`src/rtl/fetch_sequencer_if.sv`:
```
// ---------------------------------------------------------------------------
// fetch_sequencer_if
// Instruction-memory request bus between the fetch sequencer and imem.
//   imem_req_o    sequencer -> imem  fetch request, held until acknowledged
//   imem_addr_o   sequencer -> imem  word address, stable while imem_req_o high
//   imem_ack_i    imem -> sequencer  request accepted, imem_rdata_i valid
//   imem_rdata_i  imem -> sequencer  fetched instruction word
// master modport: the fetch sequencer; slave modport: the instruction memory.
// ---------------------------------------------------------------------------
interface fetch_sequencer_if #(
  parameter int unsigned ADDR_W = 32
);
  logic              imem_req_o;
  logic [ADDR_W-1:0] imem_addr_o;
  logic              imem_ack_i;
  logic [31:0]       imem_rdata_i;

  modport master (
    output imem_req_o,
    output imem_addr_o,
    input  imem_ack_i,
    input  imem_rdata_i
  );

  modport slave (
    input  imem_req_o,
    input  imem_addr_o,
    output imem_ack_i,
    output imem_rdata_i
  );
endinterface

```
`src/rtl/fetch_sequencer.sv`:
```
// ---------------------------------------------------------------------------
// fetch_sequencer
// Instruction-fetch controller. Owns the word-addressed programme counter,
// issues requests to instruction memory over a req/ack handshake and hands
// fetched words to decode through a 1-entry output slot backed by a 1-entry
// skid buffer. Applies branch redirects, kills stale fetches, and honours
// decode stall and halt.
// Ports:
//   clk, reset          clock (rising edge), asynchronous active-high reset
//   stall_i             decode cannot accept the slot this cycle
//   redirect_valid_i    1-cycle pulse, refetch from redirect_target_i
//   redirect_target_i   redirect address
//   halt_i              stop fetching once the outstanding request retires
//   imem                request bus to instruction memory (master side)
//   if_valid_o          output slot holds an instruction
//   if_pc_o/if_instr_o  PC and instruction word in the slot
//   flush_o             registered 1-cycle pulse that kills IF/ID downstream
//   halted_o            fetch has stopped
// ---------------------------------------------------------------------------
module fetch_sequencer #(
  parameter int unsigned       ADDR_W    = 32,
  parameter logic [ADDR_W-1:0] RESET_VEC = '0
) (
  input  logic              clk,
  input  logic              reset,
  input  logic              stall_i,
  input  logic              redirect_valid_i,
  input  logic [ADDR_W-1:0] redirect_target_i,
  input  logic              halt_i,
  fetch_sequencer_if.master imem,
  output logic              if_valid_o,
  output logic [ADDR_W-1:0] if_pc_o,
  output logic [31:0]       if_instr_o,
  output logic              flush_o,
  output logic              halted_o
);

  typedef enum logic [1:0] {
    IDLE,
    FETCH,
    DRAIN,
    HALTED
  } state_t;

  state_t            state;
  logic [ADDR_W-1:0] pc;
  logic [ADDR_W-1:0] pc_inc;
  logic              req;
  logic [ADDR_W-1:0] addr;
  logic              discard;
  logic              flush;
  logic              halted;

  logic              slot_valid;
  logic [ADDR_W-1:0] slot_pc;
  logic [31:0]       slot_instr;
  logic              skid_valid;
  logic [ADDR_W-1:0] skid_pc;
  logic [31:0]       skid_instr;

  logic              ack;
  logic              consume;
  logic              deliver;
  logic              take_redirect;
  logic              skid_next_valid;

  // An ack only counts while a request is actually outstanding, so a stray
  // ack after reset or in HALTED is ignored. Only FETCH delivers data; the
  // ack that retires a killed request in DRAIN is swallowed.
  assign ack           = req & imem.imem_ack_i;
  assign consume       = slot_valid & ~stall_i;
  assign deliver       = ack & (state == FETCH) & ~discard;
  assign take_redirect = redirect_valid_i & (state != HALTED);
  assign pc_inc        = pc + ADDR_W'(1);

  // Skid occupancy after this edge. A new request is only issued when it
  // will be empty, which guarantees the skid never has to hold two words.
  assign skid_next_valid = consume ? (skid_valid & deliver)
                                   : (skid_valid | (deliver & slot_valid));

  assign imem.imem_req_o  = req;
  assign imem.imem_addr_o = addr;
  assign if_valid_o       = slot_valid;
  assign if_pc_o          = slot_pc;
  assign if_instr_o       = slot_instr;
  assign flush_o          = flush;
  assign halted_o         = halted;

  // Sequencer state, PC, request handshake and the slot/skid pair.
  // A redirect wins over everything else: it empties slot and skid, pulses
  // flush and retargets the PC. If it catches a request mid-flight the
  // request must stay up until acked, so we park in DRAIN and drop that
  // ack. Otherwise, in FETCH a request is held until acked, and a new one
  // is raised whenever the skid will be empty and halt is not requested.
  always_ff @(posedge clk or posedge reset) begin
    if (reset) begin
      state      <= IDLE;
      pc         <= RESET_VEC;
      req        <= 1'b0;
      addr       <= RESET_VEC;
      discard    <= 1'b0;
      flush      <= 1'b0;
      halted     <= 1'b0;
      slot_valid <= 1'b0;
      slot_pc    <= '0;
      slot_instr <= '0;
      skid_valid <= 1'b0;
      skid_pc    <= '0;
      skid_instr <= '0;
    end else begin
      flush <= 1'b0;
      if (take_redirect) begin
        flush      <= 1'b1;
        slot_valid <= 1'b0;
        skid_valid <= 1'b0;
        pc         <= redirect_target_i;
        if (req && !ack) begin
          state   <= DRAIN;
          discard <= 1'b1;
        end else begin
          state   <= FETCH;
          discard <= 1'b0;
          req     <= 1'b0;
        end
      end else begin
        if (consume) begin
          if (skid_valid) begin
            slot_pc    <= skid_pc;
            slot_instr <= skid_instr;
            skid_valid <= deliver;
            if (deliver) begin
              skid_pc    <= addr;
              skid_instr <= imem.imem_rdata_i;
            end
          end else begin
            slot_valid <= deliver;
            if (deliver) begin
              slot_pc    <= addr;
              slot_instr <= imem.imem_rdata_i;
            end
          end
        end else if (deliver) begin
          if (!slot_valid) begin
            slot_valid <= 1'b1;
            slot_pc    <= addr;
            slot_instr <= imem.imem_rdata_i;
          end else begin
            skid_valid <= 1'b1;
            skid_pc    <= addr;
            skid_instr <= imem.imem_rdata_i;
          end
        end

        case (state)
          IDLE: begin
            state <= FETCH;
          end
          FETCH: begin
            if (ack) begin
              pc <= pc_inc;
            end
            if (req && !ack) begin
              req <= 1'b1;
            end else if (halt_i) begin
              req    <= 1'b0;
              state  <= HALTED;
              halted <= 1'b1;
            end else if (!skid_next_valid) begin
              req  <= 1'b1;
              addr <= ack ? pc_inc : pc;
            end else begin
              req <= 1'b0;
            end
          end
          DRAIN: begin
            if (ack) begin
              req     <= 1'b0;
              discard <= 1'b0;
              state   <= halt_i ? HALTED : FETCH;
              halted  <= halt_i;
            end
          end
          HALTED: begin
            req <= 1'b0;
          end
        endcase
      end
    end
  end

endmodule

```
`src/flat_wrapper.sv`:
```
// flat-port wrapper written by rule: the top's interface ports become plain ports
module fetch_sequencer_flat 
#(
  parameter int unsigned       ADDR_W    = 32,
  parameter logic [ADDR_W-1:0] RESET_VEC = '0
)
  (clk, reset, stall_i, redirect_valid_i, redirect_target_i, halt_i, if_valid_o, if_pc_o, if_instr_o, flush_o, halted_o, imem_imem_req_o, imem_imem_addr_o, imem_imem_ack_i, imem_imem_rdata_i);
  fetch_sequencer_if #(.ADDR_W(ADDR_W)) imem_i ();
  input  logic clk;
  input  logic reset;
  input  logic stall_i;
  input  logic redirect_valid_i;
  input  logic [ADDR_W-1:0] redirect_target_i;
  input  logic halt_i;
  output logic if_valid_o;
  output logic [ADDR_W-1:0] if_pc_o;
  output logic [31:0] if_instr_o;
  output logic flush_o;
  output logic halted_o;
  output wire logic [$bits(imem_i.imem_req_o)-1:0] imem_imem_req_o;
  output wire logic [$bits(imem_i.imem_addr_o)-1:0] imem_imem_addr_o;
  input wire logic [$bits(imem_i.imem_ack_i)-1:0] imem_imem_ack_i;
  input wire logic [$bits(imem_i.imem_rdata_i)-1:0] imem_imem_rdata_i;
  assign imem_imem_req_o = imem_i.imem_req_o;
  assign imem_imem_addr_o = imem_i.imem_addr_o;
  assign imem_i.imem_ack_i = imem_imem_ack_i;
  assign imem_i.imem_rdata_i = imem_imem_rdata_i;
  fetch_sequencer #(.ADDR_W(ADDR_W), .RESET_VEC(RESET_VEC)) u_core (.clk(clk), .reset(reset), .stall_i(stall_i), .redirect_valid_i(redirect_valid_i), .redirect_target_i(redirect_target_i), .halt_i(halt_i), .imem(imem_i), .if_valid_o(if_valid_o), .if_pc_o(if_pc_o), .if_instr_o(if_instr_o), .flush_o(flush_o), .halted_o(halted_o));
endmodule
```
`config.mk`:
```
export PLATFORM = sky130hd
export DESIGN_NAME = fetch_sequencer_flat
export DESIGN_NICKNAME = d
export VERILOG_FILES = /design/src/rtl/fetch_sequencer_if.sv /design/src/rtl/fetch_sequencer.sv /design/src/flat_wrapper.sv
export SDC_FILE = /design/constraint.sdc
export NUM_CORES = 1
export LEC_CHECK = 0
export ABC_AREA = 1
export CAP_MARGIN = 10
export CORE_MARGIN = 3
export CORE_UTILIZATION = 45
export CTS_CLUSTER_DIAMETER = 80
export CTS_CLUSTER_SIZE = 24
export DETAILED_ROUTE_END_ITERATION = 10
export PLACE_DENSITY_LB_ADDON = 0.3
export SLEW_MARGIN = 10
export SYNTH_ARGS = -nofsm -noshare
export SYNTH_HDL_FRONTEND = slang
export SYNTH_SLANG_ARGS = --single-unit
```
`constraint.sdc`:
```
create_clock -name clk -period 8.96 [get_ports clk]
set_input_delay 1.792 -clock clk [delete_from_list [all_inputs] [get_ports clk]]
set_output_delay 1.792 -clock clk [all_outputs]
set_load 0.03 [all_outputs]
```
# After elaboration in Yosys (flattened, before gate mapping)
# Index checks and enable logic that the tools add are counted.
op_classes:
  n_bitwise: 14
  muxes: 53
  add_sub_neg: 1
  reduce_logical: 23
  n_eq_ne: 15
op_table:
  columns: ["cell", "n"]
  rows:
  - ["$mux W32", 21]
  - ["$add A32 B1 Y32 const B", 1]
  - ["$mux W1", 23]
  - ["$reduce_and A5 Y1", 3]
  - ["$reduce_bool A2 Y1", 7]
  - ["$mux W2", 6]
  - ["$ne A2 B2 Y1 const B", 6]
  - ["$reduce_and A4 Y1", 2]
  - ["$reduce_bool A4 Y1", 2]
  - ["$and A1 B1 Y1", 7]
  - ["$ne A3 B2 Y1 const B", 2]
  - ["$not A1 Y1", 6]
  - ["$pmux W2 S3", 1]
  - ["$reduce_and A2 Y1", 3]
  - ["$reduce_bool A3 Y1", 2]
  - ["$eq A2 B2 Y1 const B", 2]
  - ["$ne A2 B1 Y1 const B", 2]
  - ["$ne A3 B1 Y1 const B", 1]
  - ["$ne A3 B3 Y1 const B", 1]
  - ["$pmux W1 S3", 1]
  - ["$reduce_and A3 Y1", 1]
  - ["$eq A2 B1 Y1 const B", 1]
  - ["$logic_not A2 Y1", 1]
  - ["$pmux W1 S2", 1]
  - ["other kinds (3)", 3]
totals:
  input_bits: 70
  output_inout_bits: 100
  reg_bits: 200

# Depth between registers and ports, before layout
# Gate-level depths: netlist (run 1).
depth:
  word_depth: 11
  depth_mapped: 12
  mapped_depth_nobuf: 11

# Worst setup path before layout (run 1)
# OpenSTA, ideal clock, no wires.
synth_timing:
  path_kind: "input-to-reg"
  startpoint: "input port imem_imem_ack_i"
  endpoint: "register u_core.addr[17] (netlist: u_core.imem.imem_addr_o[17])"
  arrival_ps: 2701
  stages: 10
  n_path_buf: 1
  setup_slack_ps: 6133
  setup_time_ps: 126
  path_cell_list: "nand2_1 -> buf_4 -> nor2_1 -> nand2_1 -> nor2_4 -> nand2_1 -> nand2_1 -> nand2_1 -> nand2_1 -> o21ai_0"
synth_via:
  elab_chain_len: 8
  word_cells_on_any_way: 13
synth_rtl:
  columns: ["item", "line", "text"]
  rows:
  - ["start: declaration", "flat_wrapper.sv:22", "input wire logic [$bits(imem_i.imem_ack_i)-1:0] imem_imem_ack_i;"]
  - ["$and A1 B1 Y1 (*)", "fetch_sequencer.sv:70", "assign ack = req & imem.imem_ack_i;"]
  - ["$and A1 B1 Y1 (2 in a row)", "fetch_sequencer.sv:72", "assign deliver = ack & (state == FETCH) & ~discard;"]
  - ["$and A1 B1 Y1", "fetch_sequencer.sv:79", ": (skid_valid | (deliver & slot_valid));"]
  - ["$or A1 B1 Y1", "fetch_sequencer.sv:79", null]
  - ["$mux W1", "fetch_sequencer.sv:78", "assign skid_next_valid = consume ? (skid_valid & deliver)"]
  - ["$not A1 Y1 (no line)", null, null]
  - ["$reduce_and A5 Y1 (no line)", null, null]
  - ["end signal: assignment", "fetch_sequencer.sv:170", "addr <= ack ? pc_inc : pc;"]
  - ["end: declaration", "fetch_sequencer.sv:49", "logic [ADDR_W-1:0] addr;"]
# Mark *: on every way between the ends. The rest lies on a longest branch, timed or not.
# A chain may end at the register's enable or synchronous reset.

# Final worst setup path (run 1)
layout_timing:
  startpoint: "input port stall_i"
  endpoint: "register u_core.slot_pc[2] (netlist: u_core.if_pc_o[2])"
layout_via:
  elab_chain_len: 4
  word_cells_on_any_way: 6
layout_rtl:
  columns: ["item", "line", "text"]
  rows:
  - ["start: declaration", "flat_wrapper.sv:11", "input logic stall_i;"]
  - ["$not A1 Y1 (*)", "fetch_sequencer.sv:71", "assign consume = slot_valid & ~stall_i;"]
  - ["$and A1 B1 Y1 (*)", "fetch_sequencer.sv:71", null]
  - ["$ne A2 B2 Y1 (no line) or $reduce_bool A2 Y1 (tied branches)", null, null]
  - ["$reduce_and A4 Y1 (no line)", null, null]
  - ["end signal: assignment", "fetch_sequencer.sv:128", "slot_pc <= skid_pc;"]
  - ["end signal: assignment", "fetch_sequencer.sv:138", "slot_pc <= addr;"]
  - ["end signal: assignment", "fetch_sequencer.sv:145", "slot_pc <= addr;"]
  - ["end: declaration", "fetch_sequencer.sv:55", "logic [ADDR_W-1:0] slot_pc;"]
# Marks and branches as above.

==> flow_summary.toml, run 1 <==
[clock_network]
cts_tree = "built"
worstSkewPairLatency_ns = 0.44
postCtsSetupBuffers = 0
cts_sinks = 200
postCtsResizedCells = 0
h-tree-depth = 4
clk_pin_slew_ns = 0.07
cts_made_buffers = 17
hold_buffers = 0
clock_path_buffers = 2
cts_root_buf = "clkbuf_16"

[route]
ant_nets = 0
wl_mm = 23.5
wl_per_cell_um = 15.3
num_vias = 7768
first_iter_violations = 518
dr.pass1.iters = 5
drcViolationCount = 0
via_per_inst = 5.04

[worst_setup_path]
critPathCaptureType = "flip-flop"
r2r_cells = 6
path_buf_inv = 2
critPathTopFamily = "buffers and inverters"
critPathKind = "in -> reg"
cp_cell_sequence = "clkdlybuf4s50_1 > nor2_4 > nand2_4 > clkinv_2 > o21ai_0 > a21oi_1"
cp_max_fo = 67
required_ns = 9.24
slowest_stage = "clkinv_2"
cp-start-kind = "primary input"
cp_slowest_stage_delay_ns = 1.03
crit_cells = 6
worst_ep_arrival_time_ns = 4.64

[yosys]
synth_cell_type_count = 37
syn_area_um2 = 9490
ys_ff_latch = 200
ys_seq_area_frac = 0.527
synth_cells = 1119
syn_nets = 1193
ys_warn_count = 0
syn_area_per_cell_um2 = 8.48

[global_route]
antenna_found_initial = 0
grt_usage = 0.208
grt-ovfl-total = 0
grt_max_degree = 129
grt_first_pass_wirelength_mm = 37.7
first_global_vias = 7341

[timing]
finalHoldViolations = 0
min_period_ns = 4.36
fmax_mhz = 229
slew_headroom = 0.189
setup_viol = 0
hold_slack_ns = 0.487
fin_setup_tns_ns = 0
finalCritPeriodShare = 0.487
rsz0062_at_grt = "no"
worst_pin_slew_ns = 1.22
maxSlewViolCount = 0
finClkSkew_ns = 0.0109

[finish]
n_antenna_cell = 0
final_cell_mix = "385 x nand2_1, 200 x dfrtp_1, 169 x clkdlybuf4s50_1, 114 x nor2_1, 75 x inv_1"
layout.nets = 1333
synthToLayoutAreaGrowth_pct = 25.8
final_common_cell = "nand2_1"
drive_gt1_frac = 0.0857

[floorplan]
dieHeight_um = 151
coreArea_um2 = 20500
initial_core_util = 0.463
rows = 52
die_area_um2 = 22900
die_w_um = 151
ios = 170

[run]
maxCapViolations = 0

[power_and_ir_drop]
power.total_uw = 4190
ir_worst_vdd_mv = 0.132
power_density_nw_per_um2 = 351
p_leak_uw = 0.00547

[min_path]
hp-class = "reg -> reg"
hold_depth = 2

[outcome]
status = "completed"

[placement]
dp_hpwl_mm = 15.9
place_congestion = 0.883
numPortBuffers = 169
[registers in the layout, summed over array words and instances (netlist names), 2 cells and up]
name                     count
u_core.if_instr_o           32
u_core.if_pc_o              32
u_core.imem.imem_addr_o     32
u_core.pc                   32
u_core.skid_instr           32
u_core.skid_pc              32
u_core.state                 2
[tightest hold or removal path: cells and delay by family, from the launching register on]
kind	cells	cell delay (ns)
flops	1	0.34
simple gates	1	0.05
compound gates	1	0.06
[synth_stat cells]
cell      number  share of area
nor2_1       114          0.045
mux2_2        49          0.058
mux2i_1        1         0.0011
a22o_1         1        0.00092
xnor2_1        5         0.0046
nand3b_1       4         0.0032
dfrtp_1      200           0.53
o31ai_1        2         0.0016
clkbuf_1      15         0.0059
o221ai_1       1        0.00092
nor2_4         4         0.0047
o21ai_0       47          0.025
o21bai_1       3         0.0024
inv_2          7         0.0028
xor2_1         7         0.0065
inv_1         76          0.030
o211ai_1       6         0.0047
a21oi_2        1        0.00092
o21ai_1       10         0.0053
buf_2         23          0.012
nand3_2        2         0.0021
nand4_2        1         0.0013
clkinv_1       1        0.00040
ha_1           4         0.0053
o22ai_1        1        0.00066
buf_4          5         0.0040
nor3_1         4         0.0021
a31oi_1       62          0.041
nand2_4        2         0.0024
nand2_1      385           0.15
buf_1          1        0.00040
a21oi_1        7         0.0037
nand4_1        3         0.0020
nand3_1       51          0.027
buf_6          6         0.0071
nor2_2         6         0.0040
nand2_2        2         0.0013
[metrics by stage]
step	util	std cells	cell area [um^2]	setup WS, ns
floorplan	-	1119	9490	1.71
detailed placement	0.550	1510	11300	4.31
global route	0.582	1542	11900	4.39
global placement	0.550	1510	11300	4.41
CTS	0.582	1542	11900	4.78
finish	0.582	1542	11900	4.60
[report_power, final]
part           internal [uW]  leakage, uW  total [uW]  switching [uW]
Clock                    482     0.000322         853             372
Combinational            702      0.00262        1760            1060
Sequential              1280      0.00252        1570             290
[path summary, 6_finish.rpt]
kind | slack [ns] | start | endpoint
worst max-delay path | 4.60 | stall_i | u_core.if_pc_o[2]
worst min-delay path | 0.49 | u_core.skid_pc[17] | u_core.skid_pc[17]
worst max register to register | 6.03 | u_core.if_valid_o | u_core.if_pc_o[2]
worst min register to register | 0.49 | u_core.skid_pc[17] | u_core.skid_pc[17]
max in group asynchronous | 5.48 | reset | u_core.skid_pc[2]
min in group asynchronous | 1.91 | reset | u_core.if_instr_o[29]
[logic make-up after synthesis]
family,synth area share
compound gates,0.0868
xor+xnor,0.0111
fa+ha+maj,0.00528
buf+inv,0.0628
flops,0.527
mux,0.0592
simple gates,0.247
[layout make-up]
| cell class | count | area, um^2 |
|---|---|---|
| fill | 1870 | 8560 |
| tap | 270 | 338 |
| sequential | 200 | 5000 |
| inverter | 84 | 324 |
| clock inverter | 15 | 231 |
| clock buffer | 17 | 425 |
| multi-input combinational | 785 | 3900 |
| timing repair buffer | 171 | 1710 |
[routing by layer]
layer / vias up / wire length (um) / GRT usage / share of wire
li1: 3892 / - / - / -
met1: 3622 / 11200 / 0.297 / 0.48
met2: 227 / 10900 / 0.331 / 0.46
met5: - / 0 / 0 / 0
met4: 0 / 289 / 0.0558 / 0.012
met3: 27 / 1160 / 0.0353 / 0.049
(Power assumes the default switching activity.)
==> inputs of run 2 (changes only) <==
==> constraint.sdc (replaced) <==
create_clock -name clk -period 4.5 [get_ports clk]
set_input_delay 0.9 -clock clk [delete_from_list [all_inputs] [get_ports clk]]
set_output_delay 0.9 -clock clk [all_outputs]
set_load 0.03 [all_outputs]
==> run 2 against run 1 <==
Critical path type unchanged. Setup slack worse by 2.9 ns. Non-clock buffer count is 11 higher. Critical path depth grew 5. Largest cell class unchanged. Final area increased by 0.80%. Clock power is 75% higher. Sequential power rose by 99%. Sequential share of layout area down 0.33 points. Cell count grew 0.71%. Clock-buffer cell count increased by 1.
==> flow_summary.toml, run 2 (same netlist as run 1, synthesis figures left out) <==
[route]
num_vias = 7812
ant_nets = 0
first_iter_violations = 488
drcViolationCount = 0
via_per_inst = 5.03
wl_per_cell_um = 15.2
wl_mm = 23.7
dr.pass1.iters = 5

[timing]
finalCritPeriodShare = 0.633
fmax_mhz = 351
maxSlewViolCount = 0
rsz0062_at_grt = "no"
slew_headroom = 0.319
finalHoldViolations = 0
worst_pin_slew_ns = 1.02
fin_setup_tns_ns = 0
min_period_ns = 2.85
hold_slack_ns = 0.487
finClkSkew_ns = 0.00616
setup_viol = 0

[clock_network]
worstSkewPairLatency_ns = 0.43
h-tree-depth = 4
hold_buffers = 0
cts_tree = "built"
clock_path_buffers = 2
cts_sinks = 200
clk_pin_slew_ns = 0.07
cts_made_buffers = 17
postCtsResizedCells = 0
postCtsSetupBuffers = 0
cts_root_buf = "clkbuf_16"

[outcome]
status = "completed"

[floorplan]
ios = 170
coreArea_um2 = 20500
die_w_um = 151
rows = 52
initial_core_util = 0.463
dieHeight_um = 151
die_area_um2 = 22900

[finish]
final_cell_mix = "385 x nand2_1, 200 x dfrtp_1, 169 x clkdlybuf4s50_1, 114 x nor2_1, 75 x inv_1"
final_common_cell = "nand2_1"
n_antenna_cell = 0
synthToLayoutAreaGrowth_pct = 26.8
layout.nets = 1344
drive_gt1_frac = 0.0935

[global_route]
grt_first_pass_wirelength_mm = 38.3
grt_usage = 0.211
grt-ovfl-total = 0
first_global_vias = 7351
grt_max_degree = 61
antenna_found_initial = 0

[worst_setup_path]
cp-start-kind = "primary input"
critPathCaptureType = "flip-flop"
worst_ep_arrival_time_ns = 3.21
critPathKind = "in -> reg"
required_ns = 4.86
cp-startpoint = "imem_imem_ack_i"
timing.rr.start = "u_core.state[0]"
cp_max_fo = 27

[min_path]
hp-class = "reg -> reg"
hold_start = "u_core.skid_pc[15]"

[power_and_ir_drop]
swShare = 0.417
clockPowerShare = 0.183
power_density_nw_per_um2 = 680
p_seq_frac = 0.382
p_comb_frac = 0.435
p_int_uw = 4760
p_leak_uw = 0.00550
ir_worst_vdd_mv = 0.366
power.switching_uw = 3410

[placement]
numPortBuffers = 169
dp_hpwl_mm = 17.1
place_congestion = 0.926

[run]
maxCapViolations = 0
==> run 2: cell count changes in the layout (fill, tap and decap cells not counted) <==
cell | previous run | this run
clkinv_8 | 1 | 0
bufinv_16 | 4 | 1
clkbuf_8 | 0 | 1
inv_6 | 5 | 6
buf_4 | 2 | 5
inv_8 | 4 | 0
buf_12 | 0 | 8
clkinvlp_4 | 0 | 5
inv_2 | 6 | 7
==> run 2: final cells by class <==
| cell class | instances | area, um^2 |
|---|---|---|
| multi-input cells | 785 | 3900 |
| inverters | 84 | 319 |
| well taps | 270 | 338 |
| clock inverters | 14 | 135 |
| fillers | 1861 | 8470 |
| repair buffers | 182 | 1890 |
| clock buffers | 18 | 439 |
| flip-flops and latches | 200 | 5000 |
==> run 2: worst max-delay path, cell delays in order <==
cell             delay (ns)
clkdlybuf4s50_1        0.42
nand2_1                0.39
inv_2                  0.19
nand2_2                0.19
nand2_1                0.08
nand2_2                0.08
nand3_2                0.10
nor2_4                 0.44
buf_4                  0.27
nand3_1                0.09
nand2_1                0.06
==> run 2: metrics by stage <==
step	instance area, um^2	util	power [uW]	std cells	setup slack, ns
2_1_floorplan	9490	-	5260	1119	1.01
3_3_place_gp	11500	0.559	6640	1521	1.25
3_5_place_dp	11500	0.559	6730	1521	1.22
4_1_cts	12000	0.587	8250	1553	1.68
5_1_grt	12000	0.587	8730	1553	1.45
6_report	12000	0.587	8180	1553	1.65
==> run 2: power groups by stage <==
stage	Sequential (uW)	Clock, uW	Combinational (uW)
3_5_place_dp	3170	0	3570
3_3_place_gp	3130	0	3510
6_report	3130	1490	3560
2_1_floorplan	3870	0	1390
4_1_cts	3140	1530	3580
5_1_grt	3240	1600	3880
==> run 2: per-layer routing <==
layer / track usage / share of wire / vias up
li1: - / - / 3925
met1: 0.296 / 0.46 / 3641
met2: 0.336 / 0.46 / 218
met3: 0.0368 / 0.055 / 28
met4: 0.0662 / 0.018 / 0
met5: 0 / 0 / -
==> run 2: path summary, 6_finish.rpt <==
path / end / slack (ns) / depth (start not counted)
min reg2reg: u_core.skid_pc[15] / 0.49 / 2
max in group asynchronous: u_core.skid_instr[7] / 2.66 / 3
max: u_core.imem.imem_addr_o[28] / 1.65 / 11
max reg2reg: u_core.skid_instr[3] / 2.02 / 9
min in group asynchronous: u_core.skid_pc[0] / 1.05 / 2
min: u_core.skid_pc[15] / 0.49 / 2
==> inputs of run 3 (changes only) <==
==> constraint.sdc (replaced) <==
create_clock -name clk -period 2.55 [get_ports clk]
set_input_delay 0.51 -clock clk [delete_from_list [all_inputs] [get_ports clk]]
set_output_delay 0.51 -clock clk [all_outputs]
set_load 0.03 [all_outputs]
==> run 3 against run 2 <==
Final area rose by 1.1%. Sequential power rose by 76%. Utilization rose by 0.67 points. Non-clock buffer count rose by 13. Sequential cell count did not move. Die area did not move. Cell count rose by 0.84%.
==> flow_summary.toml, run 3 (same netlist as run 1, synthesis figures left out) <==
[outcome]
status = "completed"

[clock_network]
h-tree-depth = 4
postCtsSetupBuffers = 0
cts_made_buffers = 17
cts_tree = "built"
clk_pin_slew_ns = 0.07
clock_path_buffers = 2
cts_root_buf = "clkbuf_16"
worstSkewPairLatency_ns = 0.42
postCtsResizedCells = 0
cts_sinks = 200
hold_buffers = 0

[placement]
numPortBuffers = 169
place_congestion = 0.898
dp_slack_ns = 0.153
dpl_cell_area_um2 = 11600
dp_hpwl_mm = 17.1

[timing]
setup_viol = 0
finalHoldViolations = 0
fmax_mhz = 470
finClkSkew_ns = 0.00750
finalCritPeriodShare = 0.835
worst_pin_slew_ns = 0.701
fin_setup_tns_ns = 0
maxSlewViolCount = 0
min_period_ns = 2.13
slew_headroom = 0.532
rsz0062_at_grt = "no"
layout_setup_ws_ns = 0.420

[power_and_ir_drop]
p_seq_frac = 0.377
p_leak_uw = 0.00557
p_comb_frac = 0.432
clockPowerShare = 0.191
swShare = 0.411
power.switching_uw = 6000
ir_worst_vdd_mv = 0.425
p_int_uw = 8620
power_density_nw_per_um2 = 1200

[route]
drcViolationCount = 0
via_per_inst = 5.02
first_iter_violations = 507
dr.pass1.iters = 6
ant_nets = 0
num_vias = 7861
wl_mm = 23.5
wl_per_cell_um = 15.0

[finish]
multiInputGateArea_um2 = 3900
synthToLayoutAreaGrowth_pct = 28.2
stdcell_area_um2 = 12200
drive_gt1_frac = 0.103
final_cell_mix = "385 x nand2_1, 200 x dfrtp_1, 169 x clkdlybuf4s50_1, 114 x nor2_1, 75 x inv_1"
seq_area_um2 = 5000
n_antenna_cell = 0
num-fill-cells = 1810
final_common_cell = "nand2_1"
layout.nets = 1357

[worst_setup_path]
cp-start-kind = "flip-flop"
cp_max_fo = 36
critPathCaptureType = "flip-flop"
required_ns = 2.82
worst_ep_arrival_time_ns = 2.40
critPathKind = "reg -> reg"

[floorplan]
rows = 52
die_area_um2 = 22900
ios = 170
coreArea_um2 = 20500
die_w_um = 151
dieHeight_um = 151
initial_core_util = 0.463

[global_route]
grt_max_degree = 55
grt-ovfl-total = 0
first_global_vias = 7630
antenna_found_initial = 0
grt_usage = 0.214
grt_first_pass_wirelength_mm = 38.9

[min_path]
hp-class = "reg -> reg"

[run]
maxCapViolations = 0
[run 3: worst paths after layout]
kind                       slack (ns)  cells past startpoint                           to              start
setup / recovery                 0.42                     10  u_core.imem.imem_addr_o[17]    u_core.state[1]
hold / removal                   0.49                      2            u_core.skid_pc[0]  u_core.skid_pc[0]
setup reg to reg                 0.42                     10  u_core.imem.imem_addr_o[17]    u_core.state[1]
hold reg to reg                  0.49                      2            u_core.skid_pc[0]  u_core.skid_pc[0]
max in group asynchronous        1.33                      3                 u_core.pc[6]              reset
min in group asynchronous        0.51                      2        u_core.skid_instr[29]              reset
[run 3: routing by layer]
| metal | wire (um) | track usage |
|---|---|---|
| met1 | 11100 | 0.299 |
| met2 | 10600 | 0.340 |
| met3 | 1170 | 0.0299 |
| met4 | 654 | 0.0784 |
| met5 | 0 | 0 |
[run 3: through the flow]
stage | cells | hold slack [ns] | total power [uW] | util
finish | 1566 | 0.487 | 14600 | 0.594
global route | 1566 | 0.516 | 15600 | 0.594
CTS | 1566 | 0.491 | 14700 | 0.594
detailed placement | 1534 | 0.473 | 11900 | 0.564
global placement | 1534 | 0.466 | 11700 | 0.564
floorplan | 1119 | 0.453 | 9280 | -
[run 3: power by group through the flow]
stage               Combinational [uW]  Clock [uW]  Sequential [uW]
finish                            6310        2800             5510
global route                      6920        2990             5710
CTS                               6360        2860             5520
detailed placement                6340           0             5570
global placement                  6240           0             5510
floorplan                         2450           0             6820
[run 3: worst max-delay path, stage by stage, from the launching register on]
cell	delay (ns)
dfrtp_1	0.38
inv_1	0.07
ha_1	0.26
inv_2	0.09
nor2_1	0.05
nand2_2	0.12
nand2_1	0.08
nand2_2	0.08
nand3_2	0.09
nor2_4	0.55
o21ai_0	0.20
[run 3: cell type report]
class,count,area share
flip-flops and latches,200,0.411
multi-input cells,785,0.321
repair buffers,195,0.163
clock buffers,17,0.0350
well taps,270,0.0278
inverters,84,0.0262
clock inverters,15,0.0155
==> variant: new RTL, settings of run 3 <==
Re-encode `state_t` (4 states) as Gray code, 2 bits wide.
--- a/src/rtl/fetch_sequencer.sv
+++ b/src/rtl/fetch_sequencer.sv
@@ -37,8 +37,8 @@
 
   typedef enum logic [1:0] {
-    IDLE,
-    FETCH,
-    DRAIN,
-    HALTED
+    IDLE   = 2'b00,
+    FETCH  = 2'b01,
+    DRAIN  = 2'b11,
+    HALTED = 2'b10
   } state_t;
 
Check against the original RTL: same outputs for any inputs over 4 cycles, from zero or initial values and one cycle with reset high; so few cycles prove little.
==> variant against run 3 <==
  * Register-to-register slack better by 370 ps
  * Setup slack got worse by 0.60 ps
  * Synthesized area rose by 0.26%
  * Die area up 0.25%
  * Sequential cell count unchanged
  * Cell area shrank 0.31%
  * First-iteration DRC count is 8.5% higher
  * Routed wire length increased by 1.1%
  * Power is 1.9% higher
==> variant: results <==
<?xml version="1.0" encoding="UTF-8"?>
<metrics>
  <group name="cells_and_area">
    <metric name="layout.nets" unit="">1453</metric>
    <metric name="multiInputGateArea" unit="sq um">3700</metric>
    <metric name="clkCellAreaFrac" unit="%">4.96</metric>
    <metric name="final-nonclk-buf-share" unit="%">16.4</metric>
    <metric name="buffers" unit="">190</metric>
    <metric name="seq_share" unit="%">41.3</metric>
    <metric name="n_multi_input_combinational_cell" unit="">842</metric>
  </group>
  <group name="global_route">
    <metric name="groute.layer.met1.usage" unit="%">29.8</metric>
    <metric name="grtUsageTotal" unit="%">21.3</metric>
  </group>
  <group name="logic_synthesis">
    <metric name="synthCells" unit="">1229</metric>
    <metric name="ys_types" unit="">36</metric>
    <metric name="mappedNetlistNets" unit="">1300</metric>
    <metric name="synth_xor_xnor_area_share" unit="%">1.01</metric>
    <metric name="yosys-top-cells-count" unit="">484 x nand2_1, 200 x dfrtp_1, 123 x inv_1, 119 x nor2_1, 65 x a31oi_1</metric>
    <metric name="ys_top_cells_by_area" unit="">dfrtp_1 53%, nand2_1 19%, inv_1 4.9%</metric>
    <metric name="post_synth_adder_cell_area" unit="%">0.132</metric>
    <metric name="synth_sequential_area_ratio" unit="%">52.6</metric>
  </group>
  <group name="min_path">
    <metric name="hp-class" unit="">in -&gt; async</metric>
  </group>
  <group name="critical_path">
    <metric name="critical_path_peak_fanout" unit="">4</metric>
    <metric name="cp-startpoint" unit="">u_core.imem.imem_addr_o[14]$_DFFE_PP0P_</metric>
    <metric name="timing.reg2reg.setup_slack" unit="ps">790</metric>
    <metric name="critical_path.endpoint" unit="">imem_imem_addr_o[14]</metric>
    <metric name="cp.arrival" unit="ps">1620</metric>
    <metric name="critical-path-top-delay-family" unit="">buffers and inverters</metric>
    <metric name="worst-r2r-cell-count" unit="">8</metric>
  </group>
  <group name="timing">
    <metric name="worst_clock_skew" unit="ps">11.1</metric>
    <metric name="hold-worst-slack" unit="ps">357</metric>
    <metric name="final.setup.worst_slack" unit="ps">420</metric>
  </group>
  <group name="placement">
    <metric name="place_worst_setup_slack" unit="ps">257</metric>
    <metric name="place_congestion" unit="">0.920</metric>
  </group>
  <group name="drt">
    <metric name="routed_wirelength" unit="um">23800</metric>
    <metric name="met2_length" unit="um">10800</metric>
    <metric name="met3_length" unit="um">1320</metric>
    <metric name="drtPass1Iterations" unit="">5</metric>
    <metric name="detail_route.vias_per_cell" unit="">4.90</metric>
  </group>
  <group name="pwr">
    <metric name="leakage_power_of_the_design" unit="nW">5.67</metric>
    <metric name="worst_ir_drop_vdd" unit="V">0.000510</metric>
  </group>
  <group name="outcome">
    <metric name="status" unit="">complete, no violations</metric>
  </group>
</metrics>
## variant: changes by cell type after synthesis, moves of 12 or more
| cell | run 3 | this run |
|---|---|---|
| inv_1 | 76 | 123 |
| o21ai_0 | 47 | 63 |
| mux2_2 | 49 | 0 |
| o21ai_1 | 10 | 24 |
| nand3_1 | 51 | 39 |
| nand2_1 | 385 | 484 |
## variant: per-stage QoR
step / std cells / TNS, ps
after global placement: 1633 / 0
after global routing: 1665 / 0
after detailed placement: 1633 / 0
after floorplan: 1229 / -109670
final: 1665 / 0
after CTS: 1665 / 0
## variant: where the power goes
part           switching [W]  internal [W]
registers            0.00118       0.00465
clock network        0.00134       0.00142
logic                0.00381       0.00249
## variant: cells by family after synthesis
| kind of cell | count (synthesis) |
|---|---|
| AOI/OAI and AO/OA | 171 |
| adders and majority gates | 1 |
| and+or+nand+nor | 658 |
| buffers and inverters | 187 |
| DFF | 200 |
| muxes | 1 |
| xor gates and xnor gates | 11 |
